<file path="src/rtl/fetch_unit_pkg.sv">
// Shared CPU definitions: fetch FSM state encodings, default widths and the NOP word.
package cpu_defs;

  localparam int DEFAULT_ADDR_W = 32;
  localparam int DEFAULT_DATA_W = 32;

  localparam logic [31:0] NOP_INSTR = 32'h0000_0000;

  typedef enum logic [1:0] {
    FETCH_IDLE = 2'd0,
    FETCH_WAIT = 2'd1,
    FETCH_HOLD = 2'd2
  } fetch_state_t;

endpackage

</file>
<file path="src/rtl/fetch_unit.sv">
// Instruction fetch: reads imem at the current PC over req/ack and presents the
// word to decode over valid/ready, handling misaligned PCs, timeouts and flushes.
module fetch_unit
  import cpu_defs::*;
#(
  parameter int ADDR_W  = DEFAULT_ADDR_W,
  parameter int DATA_W  = DEFAULT_DATA_W,
  parameter int TIMEOUT = 16
) (
  input  logic              clk,
  input  logic              fetch_reset,
  input  logic [ADDR_W-1:0] pc_in,
  input  logic              fetch_en,
  input  logic              flush,
  output logic              pc_write_en,
  output logic              imem_req,
  output logic [ADDR_W-1:0] imem_addr,
  input  logic              imem_ack,
  input  logic [DATA_W-1:0] imem_rdata,
  output logic [DATA_W-1:0] instr,
  output logic [ADDR_W-1:0] instr_pc,
  output logic              instr_valid,
  input  logic              decode_ready,
  output logic              fetch_err,
  output logic [ADDR_W-1:0] err_pc
);

  localparam logic [7:0] TMO_LAST = 8'(TIMEOUT - 1);

  fetch_state_t state, state_nxt;
  logic [7:0]   tmo_cnt;
  logic         flushed;

  logic start_fetch;
  logic misaligned;
  logic accept;
  logic drop;
  logic timed_out;
  logic aborted;

  // A flush seen in this cycle counts the same as one remembered from earlier
  assign aborted     = flushed | flush;
  assign pc_write_en = (state == FETCH_HOLD) & decode_ready & ~flush;

  always_ff @(posedge clk or posedge fetch_reset) begin
    if (fetch_reset) state <= FETCH_IDLE;
    else             state <= state_nxt;
  end

  always_comb begin
    state_nxt   = state;
    start_fetch = 1'b0;
    misaligned  = 1'b0;
    accept      = 1'b0;
    drop        = 1'b0;
    timed_out   = 1'b0;
    case (state)
      FETCH_IDLE: begin
        if (fetch_en && !flush) begin
          if (pc_in[1:0] != 2'b00) begin
            misaligned = 1'b1;
          end else begin
            start_fetch = 1'b1;
            state_nxt   = FETCH_WAIT;
          end
        end
      end
      FETCH_WAIT: begin
        // Ack takes priority over an expiring timeout in the same cycle
        if (imem_ack) begin
          if (aborted) begin
            drop      = 1'b1;
            state_nxt = FETCH_IDLE;
          end else begin
            accept    = 1'b1;
            state_nxt = FETCH_HOLD;
          end
        end else if (tmo_cnt == TMO_LAST) begin
          timed_out = 1'b1;
          state_nxt = FETCH_IDLE;
        end
      end
      FETCH_HOLD: begin
        if (flush || decode_ready) state_nxt = FETCH_IDLE;
      end
      default: state_nxt = FETCH_IDLE;
    endcase
  end

  always_ff @(posedge clk or posedge fetch_reset) begin
    if (fetch_reset) begin
      imem_req    <= 1'b0;
      imem_addr   <= '0;
      instr       <= DATA_W'(NOP_INSTR);
      instr_pc    <= '0;
      instr_valid <= 1'b0;
      fetch_err   <= 1'b0;
      err_pc      <= '0;
      tmo_cnt     <= '0;
      flushed     <= 1'b0;
    end else begin
      fetch_err <= 1'b0;
      if (misaligned) begin
        fetch_err <= 1'b1;
        err_pc    <= pc_in;
      end
      if (start_fetch) begin
        imem_addr <= pc_in;
        imem_req  <= 1'b1;
        tmo_cnt   <= '0;
        flushed   <= 1'b0;
      end
      if (state == FETCH_WAIT) begin
        if (accept || drop || timed_out) begin
          imem_req <= 1'b0;
          flushed  <= 1'b0;
        end else begin
          tmo_cnt <= tmo_cnt + 8'd1;
          if (flush) flushed <= 1'b1;
        end
      end
      if (accept) begin
        instr       <= imem_rdata;
        instr_pc    <= imem_addr;
        instr_valid <= 1'b1;
      end
      if (timed_out && !aborted) begin
        fetch_err <= 1'b1;
        err_pc    <= imem_addr;
      end
      if (state == FETCH_HOLD && state_nxt == FETCH_IDLE) instr_valid <= 1'b0;
    end
  end

endmodule

</file>
<file path="config.mk">
export PLATFORM = sky130hd
export DESIGN_NAME = fetch_unit
export DESIGN_NICKNAME = d
export VERILOG_FILES = /design/src/rtl/fetch_unit_pkg.sv /design/src/rtl/fetch_unit.sv
export SDC_FILE = /design/constraint.sdc
export NUM_CORES = 1
export LEC_CHECK = 0
export ABC_AREA = 1
export BUFFER_PORTS_ARGS = -buffer_cell sky130_fd_sc_hd__buf_2
export CAP_MARGIN = 20
export CORE_MARGIN = 10
export CORE_UTILIZATION = 50
export CTS_CLUSTER_DIAMETER = 60
export DETAILED_ROUTE_END_ITERATION = 7
export GPL_ROUTABILITY_DRIVEN = 0
export MAX_ROUTING_LAYER = met4
export PLACE_DENSITY = 0.9
export SETUP_SLACK_MARGIN = 0.2
export SKIP_LAST_GASP = 1
export SYNTH_ARGS = -nofsm -noshare
export SYNTH_HDL_FRONTEND = slang
export SYNTH_SLANG_ARGS = --single-unit
</file>
<file path="constraint.sdc">
create_clock -name clk -period 10.03 [get_ports clk]
set_input_delay 1.003 -clock clk [delete_from_list [all_inputs] [get_ports clk]]
set_output_delay 1.003 -clock clk [all_outputs]
set_load 0.01 [all_outputs]
</file>
==> impl_metrics.py <==
metrics = {
    "floorplanning": {
        "row_count": 39,
        "boundaryPins": 202,
        "die_area_um2": 16700,
        "die_x_um": 129,
        "coreArea_um2": 11500,
        "start_util_pct": 51.7,
        "fp.dieH_um": 129,
    },
    "hold_path": {
        "hp-class": "flop to flop",
        "holdPathStages": 2,
    },
    "synthesis": {
        "synth.distinct_cells": 27,
        "syn_nets": 719,
        "synth.area.top_cells": "dfrtp_1, nand2_1, nand3_1",
        "ys_ff_latch": 142,
        "synth_top_area_share_pct": 59.7,
        "synth_commonest_cells": "dfrtp_1, nand2_1, inv_1, nand3_1, nor2_1",
        "syn_avg_cell_area_um2": 9.18,
        "synth_area_um2": 5950,
        "synthFlopType": "dfrtp_1",
        "yosysMostFrequentCell": "dfrtp_1",
        "synth_edf_count": 0,
        "yosysTopAreaCell": "dfrtp_1",
        "synth.yosys.seq_area_share_pct": 59.7,
        "synthCells": 648,
        "async_reset_ff_share_pct": 100,
        "yosysWarningCount": 0,
    },
    "power": {
        "sw_frac_of_total_pct": 31.8,
        "p_leak_nw": 4.12,
        "p_int_mw": 1.28,
        "powerDensity_nw_per_um2": 248,
        "p_seq_share_pct": 43.3,
        "peakVddDrop_mv": 0.0874,
        "power_switching_uw": 596,
        "p_comb_share_pct": 23.4,
        "clkPwrFrac_pct": 33.3,
    },
    "global_route": {
        "grt_max_degree": 75,
        "first_global_vias": 5153,
        "antenna_found_initial": 2,
        "track_usage_pct": 20.6,
        "grt_pass1_wl_um": 26400,
        "grt-ovfl-total": 0,
    },
    "cells_and_area": {
        "final_util_pct": 65.6,
        "area_growth_pct": 27.0,
        "stdcell_count": 989,
        "fin_nets": 902,
        "drive_gt1_share_pct": 29.5,
    },
    "route": {
        "drc_errors": 0,
        "viasPerCell": 5.28,
        "wl_per_cell_um": 17.1,
        "drt_first_pass_iters": 5,
        "drt.antenna.violating_nets": 0,
        "vias": 5217,
        "drtIter0Drc": 471,
        "drt_wl_total_um": 16900,
    },
    "timing": {
        "period_share_pct": 33.9,
        "worst_pin_slew_ns": 0.983,
        "final_hold_viol_count": 0,
        "maxSlewHeadroom_pct": 34.3,
        "setup_viol": 0,
        "fmax_mhz": 294,
        "fin_crit_ns": 3.40,
        "whs_ns": 0.480,
        "final_max_slew_viol_count": 0,
        "fin_skew_ns": 0.00634,
        "rsz0062_at_grt": "no",
        "tns_ns": 0,
    },
    "clock_network": {
        "cts-hold-fix-buffers": 0,
        "clk_latency_ns": 0.41,
        "htreeDepth": 4,
        "cts_sinks": 142,
        "cts_tree": "built",
        "cts-resized-gates": 0,
        "cts_setup_buffers": 0,
        "clockBufferDepth": 2,
        "ctsRootBufferMaster": "clkbuf_16",
        "path_clk_slew_ns": 0.06,
        "cts_made_buffers": 17,
    },
    "worst_setup_path": {
        "arrival_ns": 3.66,
        "crit_required_ns": 10.29,
        "critPathMaxFanout": 67,
        "end_kind": "flop",
        "r2r_cells": 5,
        "startpoint_type": "input pin",
        "path_class": "input pin to flop",
    },
    "placement": {
        "port-buffer-count": 201,
        "post-place-cells": 955,
        "dp_hpwl_um": 11600,
    },
    "flow_run": {
        "cap_violations": 0,
    },
    "outcome": {
        "status": "complete, no violations",
    },
}
placed cells by master (no fill, tap or decap), drive strengths merged:
master / instances
nand3: 72
or2: 1
nand2: 126
a31oi: 1
clkinvlp: 6
clkbuf: 20
dfrtp: 142
nand4: 36
buf: 203
bufinv: 2
nor2: 42
inv: 83
o41ai: 1
nor3: 1
xor2: 2
o21ai: 68
ha: 1
a21oi: 34
diode: 2
nand3b: 1
clkinv: 2
power by group through the flow:
stage	Combinational (mW)	Sequential, mW	Clock, mW
after detailed placement	0.448	0.816	0
final	0.438	0.810	0.624
after CTS	0.449	0.809	0.632
after global routing	0.488	0.829	0.657
after floorplan	0.156	0.878	0
after global placement	0.430	0.811	0
registers in the layout, indices dropped and copies added (netlist names):
register and cells:
err_pc 32, fetch_err 1, flushed 1, imem_addr 32, imem_req 1, instr 32
instr_pc 32, instr_valid 1, state 2, tmo_cnt 8
worst max-delay path, cell delays in order:
cell and delay, ns:
buf_2 0.15, nor2_4 0.75, nand4_4 0.85, buf_4 0.60, nand2_1 0.15, o21ai_0 0.11
cells by family (layout without fill, tap and decap cells):
| logic type | after synthesis | in the layout | synth area share (%) |
|---|---|---|---|
| AOI/OAI and AO/OA | 104 | 104 | 8.83 |
| other | 0 | 2 | 0 |
| buffers and inverters | 120 | 316 | 8.73 |
| DFF | 142 | 142 | 59.7 |
| xor gates and xnor gates | 2 | 2 | 0.295 |
| and+or+nand+nor | 279 | 279 | 22.2 |
| adders and majority gates | 1 | 1 | 0.210 |
through the flow:
step | area (µm²) | setup slack, ns | power [mW]
floorplan | 5950 | 5.22 | 1.03
global placement | 6960 | 6.34 | 1.24
detailed placement | 6960 | 6.19 | 1.26
CTS | 7550 | 6.65 | 1.89
global route | 7550 | 6.40 | 1.97
finish | 7550 | 6.63 | 1.87
area by class of cell:
| class | count | area [µm²] |
|---|---|---|
| Tap cell | 143 | 179 |
| Timing Repair Buffer | 203 | 1020 |
| Inverter | 81 | 309 |
| Sequential cell | 142 | 3550 |
| Clock inverter | 12 | 136 |
| Clock buffer | 20 | 457 |
| Multi-Input combinational cell | 386 | 1890 |
| Fill cell | 895 | 3960 |
| Antenna cell | 2 | 5.00 |
metal layers:
layer	GRT usage, %	share of wire (%)	up-vias	wire [µm]
met5	-	0	-	0
met1	24.1	40	2473	6790
met3	5.71	8.2	33	1380
met2	32.7	50	219	8370
li1	-	-	2492	-
met4	8.96	2.0	0	335
path summary, 6_finish.rpt:
check	startpoint	endpoint	slack (ns)
setup / recovery	flush	instr_pc[7]	6.63
hold / removal	instr[11]	instr[11]	0.48
setup reg to reg	flushed	instr_pc[7]	6.92
hold reg to reg	instr[11]	instr[11]	0.48
max in group asynchronous	fetch_reset	imem_addr[8]	8.03
min in group asynchronous	fetch_reset	imem_addr[29]	0.69
(Power assumes the default switching activity.)
